===== config.mk =====
export PLATFORM = sky130hd
export DESIGN_NAME = renkon_output_drain_flat
export DESIGN_NICKNAME = d
export VERILOG_FILES = /design/src/rtl/renkon_output_drain_pkg.sv /design/src/rtl/renkon_output_drain_if.sv /design/src/rtl/renkon_output_pipe.sv /design/src/rtl/renkon_output_drain.sv /design/src/flat_wrapper.sv
export SDC_FILE = /design/constraint.sdc
export NUM_CORES = 1
export LEC_CHECK = 0
export BUFFER_PORTS_ARGS = -buffer_cell sky130_fd_sc_hd__buf_2
export CORE_UTILIZATION = 35
export DETAILED_ROUTE_END_ITERATION = 12
export HOLD_SLACK_MARGIN = 0.05
export PLACE_DENSITY_LB_ADDON = 0.08
export SYNTH_ARGS = -nofsm -noshare
export SYNTH_HDL_FRONTEND = slang
export SYNTH_SLANG_ARGS = --single-unit

===== constraint.sdc =====
create_clock -name clk -period 2.65 [get_ports clk]
set_clock_uncertainty 0.1 [all_clocks]
set_input_delay 0.3975 -clock clk [delete_from_list [all_inputs] [get_ports clk]]
set_output_delay 0.3975 -clock clk [all_outputs]
set_load 0.03 [all_outputs]

===== src/rtl/renkon_output_drain_pkg.sv =====
// Shared constants and FSM encoding for the Renkon output drain.
package renkon_output_drain_pkg;

  localparam int unsigned DWIDTH  = 16;  // data word width
  localparam int unsigned CORE    = 8;   // core count
  localparam int unsigned CORELOG = 3;   // log2(CORE)
  localparam int unsigned OADDR   = 12;  // core output buffer address width
  localparam int unsigned MADDR   = 16;  // external memory address width

  typedef enum logic [1:0] {
    StIdle  = 2'd0,
    StIssue = 2'd1,
    StFlush = 2'd2,
    StDone  = 2'd3
  } drain_state_e;

endpackage


===== src/rtl/renkon_output_drain_if.sv =====
// Control, output-buffer read and external memory write signals of the drain.
// master: the drain engine; slave: the surrounding system.
interface renkon_output_drain_if;
  import renkon_output_drain_pkg::*;

  logic                      start;
  logic [CORELOG:0]          n_core;
  logic [OADDR:0]            n_word;
  logic [MADDR-1:0]          out_base;
  logic [CORELOG:0]          output_re;
  logic [OADDR-1:0]          output_addr;
  logic signed [DWIDTH-1:0]  read_output;
  logic                      mem_we;
  logic [MADDR-1:0]          mem_addr;
  logic signed [DWIDTH-1:0]  mem_wdata;
  logic                      busy;
  logic                      done;

  modport master (
    input  start, n_core, n_word, out_base, read_output,
    output output_re, output_addr, mem_we, mem_addr, mem_wdata, busy, done
  );

  modport slave (
    output start, n_core, n_word, out_base, read_output,
    input  output_re, output_addr, mem_we, mem_addr, mem_wdata, busy, done
  );

endinterface


===== src/rtl/renkon_output_pipe.sv =====
// Two-stage delay line carrying a read-valid tag and its destination write address,
// matching the buffer-read plus mux-register latency of the read data.
module renkon_output_pipe #(
  parameter int unsigned AddrW = 16
) (
  input  logic             clk_i,
  input  logic             rst_i,
  input  logic             valid_i,
  input  logic [AddrW-1:0] addr_i,
  output logic             valid_o,
  output logic [AddrW-1:0] addr_o,
  output logic             empty_o
);

  logic [1:0]       valid_q;
  logic [AddrW-1:0] addr0_q;
  logic [AddrW-1:0] addr1_q;

  // Shift tag and address together; reset drops any in-flight reads.
  always_ff @(posedge clk_i) begin
    if (rst_i) begin
      valid_q <= '0;
      addr0_q <= '0;
      addr1_q <= '0;
    end else begin
      valid_q <= {valid_q[0], valid_i};
      addr0_q <= addr_i;
      addr1_q <= addr0_q;
    end
  end

  assign valid_o = valid_q[1];
  assign addr_o  = addr1_q;
  assign empty_o = (valid_q == 2'b00);

endmodule


===== src/rtl/renkon_output_drain.sv =====
// Drains core output buffers to external memory in core-major order.
// Optional build macro RENKON_OUT_RELU_EN clamps negative write data to zero.
module renkon_output_drain
  import renkon_output_drain_pkg::*;
(
  input logic                   clk,
  input logic                   xrst,
  renkon_output_drain_if.master drain_io
);

  localparam logic [CORELOG:0] CoreMax = (CORELOG + 1)'(CORE);
  localparam logic [CORELOG:0] CoreOne = 1;
  localparam logic [OADDR:0]   WordOne = 1;
  localparam logic [MADDR-1:0] IdxOne  = 1;

  drain_state_e             state_q;
  logic [CORELOG:0]         n_core_q;
  logic [OADDR:0]           n_word_q;
  logic [MADDR-1:0]         base_q;
  logic [CORELOG:0]         core_q;
  logic [OADDR:0]           word_q;
  logic [MADDR-1:0]         idx_q;
  logic [CORELOG:0]         output_re_q;
  logic [OADDR-1:0]         output_addr_q;
  logic                     busy_q;
  logic                     done_q;
  logic                     mem_we_q;
  logic [MADDR-1:0]         mem_addr_q;
  logic signed [DWIDTH-1:0] mem_wdata_q;

  logic [CORELOG:0]         n_core_eff;
  logic [CORELOG:0]         core_nxt;
  logic [OADDR:0]           word_nxt;
  logic                     issuing;
  logic                     last_word;
  logic                     last_core;
  logic                     pipe_valid;
  logic [MADDR-1:0]         pipe_addr;
  logic                     pipe_empty;
  logic signed [DWIDTH-1:0] wdata_d;

  // Clamp the core count and derive the read-walk increments.
  always_comb begin
    n_core_eff = drain_io.n_core;
    if (drain_io.n_core == '0 || drain_io.n_core > CoreMax) begin
      n_core_eff = CoreMax;
    end
    core_nxt  = core_q + CoreOne;
    word_nxt  = word_q + WordOne;
    // A nonzero core select marks a read being issued this cycle.
    issuing   = (output_re_q != '0);
    last_word = (word_nxt == n_word_q);
    last_core = (core_nxt == n_core_q);
  end

  // Drain FSM: latches the job, walks cores/words and drives the read port.
  always_ff @(posedge clk) begin
    if (xrst) begin
      state_q       <= StIdle;
      n_core_q      <= '0;
      n_word_q      <= '0;
      base_q        <= '0;
      core_q        <= '0;
      word_q        <= '0;
      idx_q         <= '0;
      output_re_q   <= '0;
      output_addr_q <= '0;
      busy_q        <= 1'b0;
      done_q        <= 1'b0;
    end else begin
      unique case (state_q)
        StIdle: begin
          done_q <= 1'b0;
          if (drain_io.start) begin
            state_q  <= StIssue;
            busy_q   <= 1'b1;
            n_core_q <= n_core_eff;
            n_word_q <= drain_io.n_word;
            base_q   <= drain_io.out_base;
            core_q   <= '0;
            word_q   <= '0;
            idx_q    <= '0;
            if (drain_io.n_word != '0) begin
              output_re_q   <= CoreOne;
              output_addr_q <= '0;
            end else begin
              output_re_q <= '0;
            end
          end
        end
        StIssue: begin
          if (!issuing) begin
            state_q <= StFlush;
          end else begin
            idx_q <= idx_q + IdxOne;
            if (last_word) begin
              word_q <= '0;
              if (last_core) begin
                state_q     <= StFlush;
                output_re_q <= '0;
              end else begin
                core_q        <= core_nxt;
                output_re_q   <= core_nxt + CoreOne;
                output_addr_q <= '0;
              end
            end else begin
              word_q        <= word_nxt;
              output_addr_q <= word_nxt[OADDR-1:0];
            end
          end
        end
        StFlush: begin
          if (pipe_empty) begin
            state_q <= StDone;
            done_q  <= 1'b1;
            busy_q  <= 1'b0;
          end
        end
        StDone: begin
          state_q <= StIdle;
          done_q  <= 1'b0;
        end
        default: state_q <= StIdle;
      endcase
    end
  end

  renkon_output_pipe #(
    .AddrW (MADDR)
  ) u_pipe (
    .clk_i   (clk),
    .rst_i   (xrst),
    .valid_i (issuing),
    .addr_i  (base_q + idx_q),
    .valid_o (pipe_valid),
    .addr_o  (pipe_addr),
    .empty_o (pipe_empty)
  );

  // Write-data shaping; timing is the same with or without the clamp.
  always_comb begin
`ifdef RENKON_OUT_RELU_EN
    wdata_d = drain_io.read_output[DWIDTH-1] ? '0 : drain_io.read_output;
`else
    wdata_d = drain_io.read_output;
`endif
  end

  // Memory write register: one strobe per tagged read, address and data hold otherwise.
  always_ff @(posedge clk) begin
    if (xrst) begin
      mem_we_q    <= 1'b0;
      mem_addr_q  <= '0;
      mem_wdata_q <= '0;
    end else begin
      mem_we_q <= pipe_valid;
      if (pipe_valid) begin
        mem_addr_q  <= pipe_addr;
        mem_wdata_q <= wdata_d;
      end
    end
  end

  assign drain_io.output_re   = output_re_q;
  assign drain_io.output_addr = output_addr_q;
  assign drain_io.mem_we      = mem_we_q;
  assign drain_io.mem_addr    = mem_addr_q;
  assign drain_io.mem_wdata   = mem_wdata_q;
  assign drain_io.busy        = busy_q;
  assign drain_io.done        = done_q;

endmodule


===== src/flat_wrapper.sv =====
// flat-port wrapper written by rule: the top's interface ports become plain ports
module renkon_output_drain_flat import renkon_output_drain_pkg::*;
  (clk, xrst, drain_io_start, drain_io_n_core, drain_io_n_word, drain_io_out_base, drain_io_read_output, drain_io_output_re, drain_io_output_addr, drain_io_mem_we, drain_io_mem_addr, drain_io_mem_wdata, drain_io_busy, drain_io_done);
  renkon_output_drain_if drain_io_i ();
  input logic clk;
  input logic xrst;
  input wire logic [$bits(drain_io_i.start)-1:0] drain_io_start;
  input wire logic [$bits(drain_io_i.n_core)-1:0] drain_io_n_core;
  input wire logic [$bits(drain_io_i.n_word)-1:0] drain_io_n_word;
  input wire logic [$bits(drain_io_i.out_base)-1:0] drain_io_out_base;
  input wire logic [$bits(drain_io_i.read_output)-1:0] drain_io_read_output;
  output wire logic [$bits(drain_io_i.output_re)-1:0] drain_io_output_re;
  output wire logic [$bits(drain_io_i.output_addr)-1:0] drain_io_output_addr;
  output wire logic [$bits(drain_io_i.mem_we)-1:0] drain_io_mem_we;
  output wire logic [$bits(drain_io_i.mem_addr)-1:0] drain_io_mem_addr;
  output wire logic [$bits(drain_io_i.mem_wdata)-1:0] drain_io_mem_wdata;
  output wire logic [$bits(drain_io_i.busy)-1:0] drain_io_busy;
  output wire logic [$bits(drain_io_i.done)-1:0] drain_io_done;
  assign drain_io_i.start = drain_io_start;
  assign drain_io_i.n_core = drain_io_n_core;
  assign drain_io_i.n_word = drain_io_n_word;
  assign drain_io_i.out_base = drain_io_out_base;
  assign drain_io_i.read_output = drain_io_read_output;
  assign drain_io_output_re = drain_io_i.output_re;
  assign drain_io_output_addr = drain_io_i.output_addr;
  assign drain_io_mem_we = drain_io_i.mem_we;
  assign drain_io_mem_addr = drain_io_i.mem_addr;
  assign drain_io_mem_wdata = drain_io_i.mem_wdata;
  assign drain_io_busy = drain_io_i.busy;
  assign drain_io_done = drain_io_i.done;
  renkon_output_drain u_core (.clk(clk), .xrst(xrst), .drain_io(drain_io_i));
endmodule

After elaboration in Yosys (flattened, before gate mapping) --
Index checks and enable logic that the tools add are counted.
Word-level totals: flip-flop bits (word level) 153, bits of input ports 52, output and inout port bits 51, logic and storage cells 91
Operators by class: add/subtract/negate cells 5, magnitude comparators 1, equality and inequality tests 14, mux-type cells 36, reductions and logical operators 18
Operators with widths (count):
- 12-bit two-way mux | 5
- 13-bit two-way mux | 3
- 4-bit two-way mux | 9
- 16-bit two-way mux | 2
- 16-bit case mux with 2 select lines | 1
- 13-bit case mux with 2 select lines | 1
- 12-bit case mux with 2 select lines | 1
- 16-bit by 1-bit adder with 16-bit output (second input constant) | 1
- 16-bit adder | 1
- 4-bit case mux with 2 select lines | 2
- 13-bit by 1-bit adder with 13-bit output (second input constant) | 1
- 13-bit == test | 1
- 13-bit nonzero test | 1
- 2-bit two-way mux | 5
- 5-bit AND reduction | 2
- 4-bit by 1-bit adder with 4-bit output (second input constant) | 2
- 2-bit case mux with 4 select lines | 1
- 4-bit AND reduction | 2
- 2-bit by 1-bit != test with 1-bit output (second input constant) | 3
- 2-bit != test (second input constant) | 3
- 3-bit by 2-bit != test with 1-bit output (second input constant) | 2
- 3-bit AND reduction | 2
- 2-bit nonzero test | 3
- 2-bit == test (second input constant) | 2
- other kinds (12) | 18

Depth between registers and ports, before layout --
Gate-level depths: netlist (run 1).
depth after elaboration 6, gate-level depth with buffers 10, depth with buffers taken out 10

Hierarchy --
A second synthesis (run 1) with hierarchy kept.
Second synthesis, totals: cells, all modules 809, area total of the unflattened synthesis 7206.9 µm²
By module, submodules not included:
- renkon_output_drain | instances 1, cells an instance 737, area each 6266.0 µm², seq. area each 2382.3 µm²
- renkon_output_pipe | instances 1, cells an instance 72, area each 940.9 µm², seq. area each 680.7 µm²

Worst setup path after synthesis (run 1) --
No wires, ideal clock.
path type register to register, start point register u_core.word_q[0], end point register u_core.output_addr_q[10] (netlist: u_core.drain_io.output_addr[10]), data arrival time 2511 ps, slack -54 ps, stages on the path, launching flop included 11, path buffers 2, path through dfxtp_1 ha_1 nand3_2 buf_2 o21ai_0 nand2_1 a2111oi_4 nand4_2 o31a_1 buf_6 o32ai_1
On the way: word-level cells in the longest chain between the ends 5, elaborated cells between the ends (all ways) 7, classes of those cells add/sub: 1; eq/ne: 2; mux: 3; reduce/logical: 1
Ends and longest elaborated chain:
- start, declared | RTL line renkon_output_drain.sv:21 | logic [OADDR:0] word_q;
- start signal, assigned | RTL line renkon_output_drain.sv:107 | word_q <= word_nxt;
- 13-bit by 1-bit adder with 13-bit output * | RTL line renkon_output_drain.sv:49 | word_nxt = word_q + WordOne;
- 13-bit == test | RTL line renkon_output_drain.sv:52 | last_word = (word_nxt == n_word_q);
- 12-bit two-way mux | RTL line renkon_output_drain.sv:96 | if (last_word) begin
- 12-bit two-way mux | RTL line renkon_output_drain.sv:92 | if (!issuing) begin
- 12-bit case mux with 2 select lines | RTL line renkon_output_drain.sv:71 | unique case (state_q)
- end signal, assigned | RTL line renkon_output_drain.sv:108 | output_addr_q <= word_nxt[OADDR-1:0];
- end, declared | RTL line renkon_output_drain.sv:24 | logic [OADDR-1:0] output_addr_q;
Every way passes the cells marked *; elsewhere a longest branch is shown, timed or not. The select of a mux whose other input is x is not followed. A chain may end at the register's enable or synchronous reset.

Worst setup path after layout (run 1) --
start point register u_core.word_q[1], end point register u_core.core_q[2]
On the way: word-level cells in the longest chain between the ends 4
Ends and longest elaborated chain:
- 13-bit by 1-bit adder with 13-bit output | RTL line renkon_output_drain.sv:49
- 13-bit == test | RTL line renkon_output_drain.sv:52
- 2-bit by 1-bit != test with 1-bit output (no line)
- 5-bit AND reduction (no line)
- end signal, assigned | RTL line renkon_output_drain.sv:102 | core_q <= core_nxt;
- end, declared | RTL line renkon_output_drain.sv:20 | logic [CORELOG:0] core_q;
No other way between the ends.

==> impl_metrics.tcl, run 1 <==
set metrics [dict create \
    hp-start "drain_io_out_base[3]" \
    place_area_mm2 0.00857 \
    dp.cells 1240 \
    area_growth_pct 32.2 \
    syn_area_mm2 0.00723 \
    gp_congestion 0.905 \
    power_frac_seq_pct 36.5 \
    groute.usage.overall_pct 19.4 \
    ys_warn_count 0 \
    fin_nets 1078 \
    dieArea_mm2 0.0212 \
    rrSetupSlack_ps -30 \
    dr.pass1.iters 5 \
    fin_cells 1285 \
    start_util_pct 35.7 \
    grt_pass1_wl_um 32600 \
    core_area_mm2 0.0202 \
    use_met1_pct 27.9 \
    drt-wirelength-per-cell_um 15.7 \
    rows 52 \
    worstSetupPathType "reg2reg" \
    fmax_ghz 0.373 \
    synth_top_area_share_pct 42.4 \
    h-tree-depth 4 \
    cts_buffers 17 \
    max_slew_margin_pct 48.3 \
    pre_cts_slack_ps -111 \
    cts_tree "built" \
    synthCells 824 \
    finalCritPeriodShare_pct 101 \
    numPortBuffers 102 \
    grt_overflow 0 \
    max-vdd-ir-drop_mv 0.481 \
    period_needed_ps 2680 \
    synth_most_common_cell "dfxtp_1" \
    critPathLaunch "u_core.word_q[1]" \
    clk_pin_slew_ps 70 \
    synth_top_area_cell "dfxtp_1" \
    p_int_mw 4.70 \
    viasPerCell 4.97 \
    reg2reg_from "u_core.word_q[1]" \
    grt_max_degree 75 \
    antenna_found_initial 0 \
    grt_setup_unrepaired "true" \
    pwr-share-clk_pct 33.1 \
    cp-start-kind "flip-flop" \
    route.detailed.drc 0 \
    vias 6381 \
    async_reset_ff_share_pct 0 \
    finish.utilization_pct 47.2 \
    top_usage_layer "met2" \
    num_antenna_cells 0 \
    seq_area_frac_synth_pct 42.4 \
    cap_violations 0 \
    die-width_um 146 \
    finalSetupViolCount 6 \
    hold_buffers 0 \
    finalWirelength_um 20200 \
    ys_seq_elements 153 \
    hold_slack_ps 101 \
    power.density_mw_per_mm2 763 \
    cts.sinks 153 \
    violations "setup timing" \
    leakagePower_nw 3.96 \
    drive_above_1_share_pct 29.6 \
    syn_nets 900 \
    worstPathRequired_ps 2900 \
    run_status "finished, violations left" \
    first_global_vias 6093 \
    cts.path.max_buffers 2 \
    holdCritPathClass "in2reg" \
    dp.final_hpwl_um 14600 \
    drtAntennaViolNets 0 \
    die_h_um 146 \
    min_delay_worst_endpoint "u_core.base_q[3]" \
    synthTopCellsByArea "dfxtp_1, mux2i_1, nand2_1" \
    synth_commonest_cells "dfxtp_1, nand2_1, nor2_1, a21oi_1, mux2i_1" \
    r2r_end "u_core.core_q[2]" \
    clk_latency_ps 430 \
    ff2ff_path_depth 10 \
    crit_fanout 6 \
    power.switching_mw 2.59 \
    worstPathArrival_ps 2930 \
    synth-main-ff-cell "dfxtp_1" \
    clock-root-buffer "clkbuf_16" \
    drtIter0Drc 336 \
    io_pins 103 \
    syn_area_per_cell_um2 8.78 \
    hold_depth 3 \
    final_max_slew_viol_count 0 \
    synth-edff-count 0 \
    finalInstanceArea_mm2 0.00956 \
    gr-usage-met2_pct 29.5 \
    grt_use_met3_pct 2.85 \
    setup_ws_ps -27.8 \
    yosysUniqueCellTypes 69 \
    endpoint_kind "flip-flop" \
    finalHoldViolations 0 \
    tightest_slew_ps 768 \
    switching_share_pct 35.5 \
    combPwrFrac_pct 30.4 \
]
==> registers in the layout (all words and copies together) (netlist names) <==
| name | flops |
|---|---|
| u_core.base_q | 16 |
| u_core.core_q | 4 |
| u_core.drain_io.busy | 1 |
| u_core.drain_io.done | 1 |
| u_core.drain_io.mem_addr | 16 |
| u_core.drain_io.mem_wdata | 16 |
| u_core.drain_io.mem_we | 1 |
| u_core.drain_io.output_addr | 12 |
| u_core.drain_io.output_re | 4 |
| u_core.idx_q | 16 |
| u_core.n_core_q | 4 |
| u_core.n_word_q | 13 |
| u_core.state_q | 2 |
| u_core.u_pipe.addr0_q | 16 |
| u_core.u_pipe.addr_o | 16 |
| u_core.u_pipe.valid_q | 2 |
| u_core.word_q | 13 |
==> cells by family (layout without fill, tap and decap cells) <==
kind of cell	count (synthesis)	count (layout)	share of synthesized area, %
buffers and inverters	84	274	4.85
AND/OR/NAND/NOR	318	318	22.6
flip-flops	153	153	42.4
XOR/XNOR	43	43	5.31
multiplexers	42	42	5.83
adder cells (fa/ha/maj)	24	24	4.26
AO/OA/AOI/OAI	160	161	14.8
==> metal layers <==
metal / vias up / share of wire (%)
met4: 0 / 1.1
met3: 17 / 3.6
li1: 3253 / -
met2: 148 / 44
met1: 2963 / 51
met5: - / 0
==> metrics by stage <==
| step | setup TNS [ps] | power, mW |
|---|---|---|
| finish | -89.0 | 7.29 |
| global route | -1710 | 7.70 |
| CTS | -49.1 | 7.21 |
| detailed placement | -1850 | 4.74 |
| global placement | -2510 | 4.74 |
| floorplan | 0 | 3.98 |
==> worst max path at each step <==
stage | end | slack, ps | cells after the start
after global routing | u_core.drain_io.output_re[1] | -110 | 11
after detailed placement | u_core.drain_io.output_addr[7] | -110 | 8
after floorplan | u_core.u_pipe.addr0_q[14] | 9 | 10
after CTS | u_core.drain_io.output_re[0] | -40 | 10
final | u_core.core_q[2] | -30 | 10
after global placement | u_core.drain_io.output_re[0] | -130 | 8
==> cell usage in the layout (no fill, tap or decap), types with 5 or more instances in the layout <==
cell type and n:
a21oi_1 55, dfxtp_1 141, xnor2_1 21, nand3b_1 5, buf_2 101, inv_8 5, dfxtp_2 8, o32ai_1 7
buf_6 11, o21ai_1 9, nand2_1 104, and2_1 5, ha_1 21, buf_4 91, nor2_1 71, o211ai_1 8
nand4_1 10, xor2_1 17, inv_1 38, a31oi_1 16, o21ai_0 12, and3_1 9, or2_2 5, inv_6 5
nor2b_1 24, nand2b_1 8, clkbuf_16 17, mux2i_1 40, o22ai_1 10, nand3_1 24, nor3_1 13
==> power by group through the flow <==
stage | Sequential, mW | Clock, mW | Combinational (mW)
after floorplan | 2.75 | 0 | 1.23
after global placement | 2.70 | 0 | 2.04
after detailed placement | 2.71 | 0 | 2.03
after CTS | 2.66 | 2.48 | 2.08
after global routing | 2.69 | 2.59 | 2.43
final | 2.66 | 2.41 | 2.22
==> worst max-delay path, stage by stage, from the launching register on <==
cell and delay [ps]:
dfxtp_2 360, buf_6 120, nand4_4 170, o31ai_1 310, a21oi_1 190, a2111oi_4 420, nand4_2 260, buf_6 190
nand4b_1 180, buf_6 160, o22ai_1 130
==> what timing repair did <==
item                                    CTS  global route
gates resized for setup                  24            45
endpoints found under the setup margin   34            36
pin swaps                                 8            14
setup buffers                             3             9
gates cloned                              0             1
==> cell type report <==
cell class	instances	area [µm²]
Timing Repair Buffer	204	1330
Clock buffer	18	439
Fill cell	1988	10700
Tap cell	270	338
Sequential cell	153	3090
Inverter	38	143
Multi-Input combinational cell	588	4070
Clock inverter	14	149
No activity file was read; power rests on OpenSTA's default activity.
==> run 2: changes to the inputs <==
CELL_PAD_IN_SITES_DETAIL_PLACEMENT = 0   (was default)
CELL_PAD_IN_SITES_GLOBAL_PLACEMENT = 1   (was default)
TNS_END_PERCENT = 20   (was default)
==> run 2 against run 1 <==
Effect of this change:
- the run still ends with setup timing left
- core utilization grew 1.9 points
- cell area increased by 4.0%
- sequential share of layout area down 1.2 points
- sequential cell count did not move
- via count is 5.5% higher
- routed wire length rose by 9.9%
- sequential power hardly changed
- combinational power up 4%
- largest cell class unchanged
- global-route usage grew 1.6 points
==> impl_metrics.tcl, run 2 (synthesized netlist as in run 1, its figures left out) <==
set metrics [dict create \
    ff2ff_path_depth 9 \
    finalHoldViolations 0 \
    antenna_found_initial 0 \
    mostFrequentLayoutCells "dfxtp_1, buf_4, nand2_1, buf_2, nor2_1" \
    grt_overflow 0 \
    cts.sinks 153 \
    setup_ws_ps -18.3 \
    drive_above_1_share_pct 33.6 \
    fin_nets 1107 \
    groute.usage.overall_pct 21.0 \
    first_global_vias 6384 \
    worstPathRequired_ps 2880 \
    die-width_um 146 \
    cp-endpoint "u_core.drain_io.output_addr[5]" \
    r2r_end "u_core.drain_io.output_addr[5]" \
    cts_tree "built" \
    grt_setup_unrepaired "true" \
    vias 6731 \
    regArea_mm2 0.00310 \
    hold_buffers 0 \
    holdCritPathClass "in2reg" \
    finalSetupViolCount 1 \
    rows 52 \
    num_antenna_cells 0 \
    cp-start-kind "flip-flop" \
    violations "setup timing" \
    final_max_slew_viol_count 0 \
    numPortBuffers 102 \
    drtIter0Drc 330 \
    period_needed_ps 2670 \
    dp.final_hpwl_um 16000 \
    start_util_pct 35.7 \
    worstSetupPathType "reg2reg" \
    io_pins 103 \
    core_area_mm2 0.0202 \
    cap_violations 0 \
    clk_pin_slew_ps 70 \
    gp_congestion 0.909 \
    rrSetupSlack_ps -20 \
    area_growth_pct 37.5 \
    run_status "finished, violations left" \
    h-tree-depth 4 \
    drtAntennaViolNets 0 \
    endpoint_kind "flip-flop" \
    max-vdd-ir-drop_mv 0.562 \
    mostFrequentLayoutCell "dfxtp_1" \
    finalCritPeriodShare_pct 101 \
    tightest_slew_ps 730 \
    cts_buffers 17 \
    fillers 1961 \
    cts.path.max_buffers 2 \
    leakagePower_nw 4.13 \
    crit_fanout 6 \
    grt_pass1_wl_um 34900 \
    max_slew_margin_pct 51.3 \
    hold_slack_ps 106 \
    dieArea_mm2 0.0212 \
    drt-wirelength-per-cell_um 16.9 \
    die_h_um 146 \
    worstPathArrival_ps 2900 \
    power.density_mw_per_mm2 754 \
    fmax_ghz 0.375 \
    viasPerCell 5.12 \
    finalWirelength_um 22200 \
    setup_tns_ps -18.3 \
    clock-root-buffer "clkbuf_16" \
    grt_max_degree 71 \
    multi_input_area_mm2 0.00420 \
    route.detailed.drc 0 \
    reg2reg_from "u_core.word_q[0]" \
    clk_latency_ps 440 \
    critPathLaunch "u_core.word_q[0]" \
    dr.pass1.iters 5 \
]
## run 2: where the power goes
| part | internal (mW) | total, mW | switching [mW] |
|---|---|---|---|
| clock network | 1.36 | 2.53 | 1.16 |
| registers | 2.51 | 2.66 | 0.155 |
| logic | 0.950 | 2.30 | 1.35 |
## run 2: area by class of cell
type,count,area share [%]
flip-flops and latches,153,31.1
well taps,270,3.40
clock inverters,15,1.98
clock buffers,17,4.28
repair buffers,232,15.5
inverters,38,1.43
multi-input cells,589,42.3
## run 2: how the worst min path moves through the flow
stage,start,endpoint,slack (ps),depth (start not counted)
after floorplan,u_core.u_pipe.addr0_q[0],u_core.u_pipe.addr_o[0],310,1
after global placement,u_core.u_pipe.addr0_q[2],u_core.u_pipe.addr_o[2],320,1
after detailed placement,u_core.u_pipe.addr0_q[11],u_core.u_pipe.addr_o[11],330,1
after CTS,drain_io_out_base[3],u_core.base_q[3],80,3
after global routing,drain_io_out_base[12],u_core.base_q[12],80,3
final,drain_io_out_base[7],u_core.base_q[7],110,3
## run 2: metal layers
metal / global-route usage, % / wire (µm)
met1: 30.8 / 11200
met2: 30.5 / 9470
met3: 4.95 / 1180
met4: 5.74 / 260
met5: 0 / 0
## run 2: critical path, cell delays in order (launching register included)
cell and delay, ps:
dfxtp_4 360, ha_4 200, xor2_4 200, xnor2_2 210, o311ai_2 170, a2111oi_4 380, buf_4 190, nand4_4 130
o31a_4 380, o32ai_2 270
## run 2: what timing repair did
item,4_1_cts,5_1_grt
endpoints found under the hold margin,0,0
resized for setup,48,52
pin swaps,16,27
gates cloned,2,0
setup endpoints to repair,29,38
setup buffers,14,11
## run 2: through the flow
| stage | cell area [µm²] | cells | setup slack, ps | power, mW | util [%] |
|---|---|---|---|---|---|
| after floorplan | 7230 | 824 | -31.6 | 3.98 | - |
| after global placement | 8670 | 1256 | -75.5 | 4.73 | 42.9 |
| after detailed placement | 8670 | 1256 | -156 | 4.76 | 42.9 |
| after CTS | 9600 | 1304 | -8.95 | 7.45 | 47.4 |
| after global routing | 9940 | 1314 | -120 | 7.91 | 49.1 |
| final | 9940 | 1314 | -18.3 | 7.49 | 49.1 |
==> run 3: changes to the inputs <==
CORE_UTILIZATION = 39   (was 35)
SETUP_SLACK_MARGIN = 0.4   (was default)
==> run 3 against run 2 <==
Effect of this change:
- the run ends with DRC, setup timing left
- maximum frequency down 0.65%
- routed wire length decreased by 4.8%
- non-clock buffer count shrank 39
- count of clock-buffer cells in the layout unchanged
- sequential share of layout area is 1.3 points higher
- critical path depth grew 2
- worst setup slack lost 18 ps
- register-to-register slack worse by 20 ps
- critical endpoint is now u_core.core_q[2]
- highest routed layer unchanged
==> impl_metrics.tcl, run 3 (synthesized netlist as in run 1, its figures left out) <==
set metrics [dict create \
    dr.pass1.iters 9 \
    finalCritPeriodShare_pct 101 \
    viasPerCell 5.28 \
    start_util_pct 40.0 \
    num_antenna_cells 0 \
    fmax_ghz 0.372 \
    h-tree-depth 4 \
    cts_buffers 17 \
    mostFrequentLayoutCell "dfxtp_1" \
    critPathLaunch "u_core.word_q[1]" \
    cts_tree "built" \
    gp_congestion 0.884 \
    finish.utilization_pct 52.7 \
    power.density_mw_per_mm2 763 \
    area_growth_pct 31.9 \
    max_slew_margin_pct 49.5 \
    grt_overflow 0 \
    clk_latency_ps 420 \
    antenna_found_initial 0 \
    crit_chain "ha_4 -> nand3_4 -> buf_6 -> o21ai_4 -> a21oi_2 -> buf_4 -> a2111oi_4 -> nand4_2 -> buf_6 -> nand4b_1 -> o22ai_1" \
    finalHoldViolations 0 \
    worstSetupPathType "reg2reg" \
    r2r_end "u_core.core_q[2]" \
    vias 6505 \
    hp-start "drain_io_out_base[13]" \
    slowest_stage "a2111oi_4" \
    cap_violations 0 \
    mostFrequentLayoutCells "dfxtp_1, nand2_1, buf_2, buf_4, nor2_1" \
    route.detailed.drc 22 \
    die_h_um 138 \
    grt_max_degree 98 \
    grt_pass1_wl_um 33700 \
    setup_ws_ps -35.9 \
    io_pins 103 \
    worstPathRequired_ps 2890 \
    finalWirelength_um 21100 \
    run_status "finished, violations left" \
    core_area_mm2 0.0181 \
    die-width_um 138 \
    violations "DRC, setup timing" \
    crit_fanout 6 \
    final_max_slew_viol_count 0 \
    cts.path.max_buffers 2 \
    cts.sinks 153 \
    hold_slack_ps 105 \
    ff2ff_path_depth 11 \
    min_delay_worst_endpoint "u_core.base_q[13]" \
    endpoint_kind "flip-flop" \
    cp-start-kind "flip-flop" \
    drt-wirelength-per-cell_um 17.1 \
    dieArea_mm2 0.0191 \
    fin_nets 1066 \
    clock-root-buffer "clkbuf_16" \
    numPortBuffers 102 \
    period_needed_ps 2690 \
    path_common_cell "buf_6" \
    drtIter0Drc 384 \
    max-vdd-ir-drop_mv 0.469 \
    drtAntennaViolNets 0 \
    drive_above_1_share_pct 32.2 \
    first_global_vias 6289 \
    critPathMaxStageDelay_ps 410 \
    grt_setup_unrepaired "true" \
    finalSetupViolCount 2 \
    worstPathArrival_ps 2930 \
    dp.final_hpwl_um 15700 \
    hold_depth 3 \
    groute.usage.overall_pct 22.4 \
    holdCritPathClass "in2reg" \
    leakagePower_nw 3.91 \
    reg2reg_from "u_core.word_q[1]" \
    tightest_slew_ps 756 \
    clk_pin_slew_ps 70 \
    rrSetupSlack_ps -40 \
    rows 49 \
]
==> run 3: cell types whose count changed in the layout (fill, tap and decap cells not counted), moves of 3 or more <==
cell	previous run	this run
a21oi_1	54	48
ha_1	21	16
clkinv_8	5	2
o31ai_1	2	5
o22ai_1	6	11
a21oi_2	2	9
dfxtp_2	8	14
dfxtp_1	139	135
buf_4	120	81
o22ai_2	6	1
ha_4	2	7
==> run 3: power by group <==
part / internal (mW) / switching (mW) / total, mW
combinational: 0.935 / 1.33 / 2.26
clock: 1.24 / 1.09 / 2.33
sequential: 2.51 / 0.173 / 2.69
==> run 3: worst max-delay path: cells and delay by family, from the launching register on <==
family                   cells  cell delay [ps]
AO/OA/AOI/OAI                4              870
adder cells (fa/ha/maj)      1              180
buffers and inverters        3              450
flip-flops                   1              390
AND/OR/NAND/NOR              3              620
==> run 3: how the worst max path moves through the flow <==
| stage | end | slack [ps] | cells past startpoint |
|---|---|---|---|
| 2_1_floorplan | u_core.u_pipe.addr0_q[14] | 210 | 10 |
| 3_3_place_gp | u_core.drain_io.output_addr[0] | -90 | 8 |
| 3_5_place_dp | u_core.state_q[0] | -130 | 8 |
| 4_1_cts | u_core.core_q[1] | -20 | 10 |
| 5_1_grt | u_core.core_q[2] | -140 | 11 |
| 6_report | u_core.core_q[2] | -40 | 11 |
==> run 3: layout make-up <==
class / instances / area (µm²)
fillers: 1707 / 8550
multi-input cells: 587 / 4200
flip-flops and latches: 153 / 3100
repair buffers: 193 / 1250
clock buffers: 17 / 425
well taps: 229 / 287
inverters: 38 / 143
clock inverters: 14 / 138
==> run 3: metrics by stage <==
step	area (µm²)	worst slack [ps]	TNS [ps]	total power [mW]	std cells
after floorplan	7350	210	0	4.02	824
after global placement	8560	-93.7	-1520	4.75	1189
after detailed placement	8560	-134	-1900	4.78	1189
after CTS	9340	-22.9	-37.7	7.21	1229
after global routing	9540	-144	-1870	7.69	1231
final	9540	-35.9	-52.8	7.28	1231
==> run 3: metal layers <==
metal,global-route usage (%),share of wire (%)
met3,4.02,4.8
met1,33.9,53
met4,5.44,0.97
met5,0,0
met2,32.5,41
==> run 3: what timing repair did <==
action | 4_1_cts | 5_1_grt
pin swaps | 36 | 39
hold buffers | 0 | 0
resized for setup | 46 | 40
gates cloned | 0 | 0
endpoints found under the setup margin | 52 | 50
buffers inserted | 9 | 2
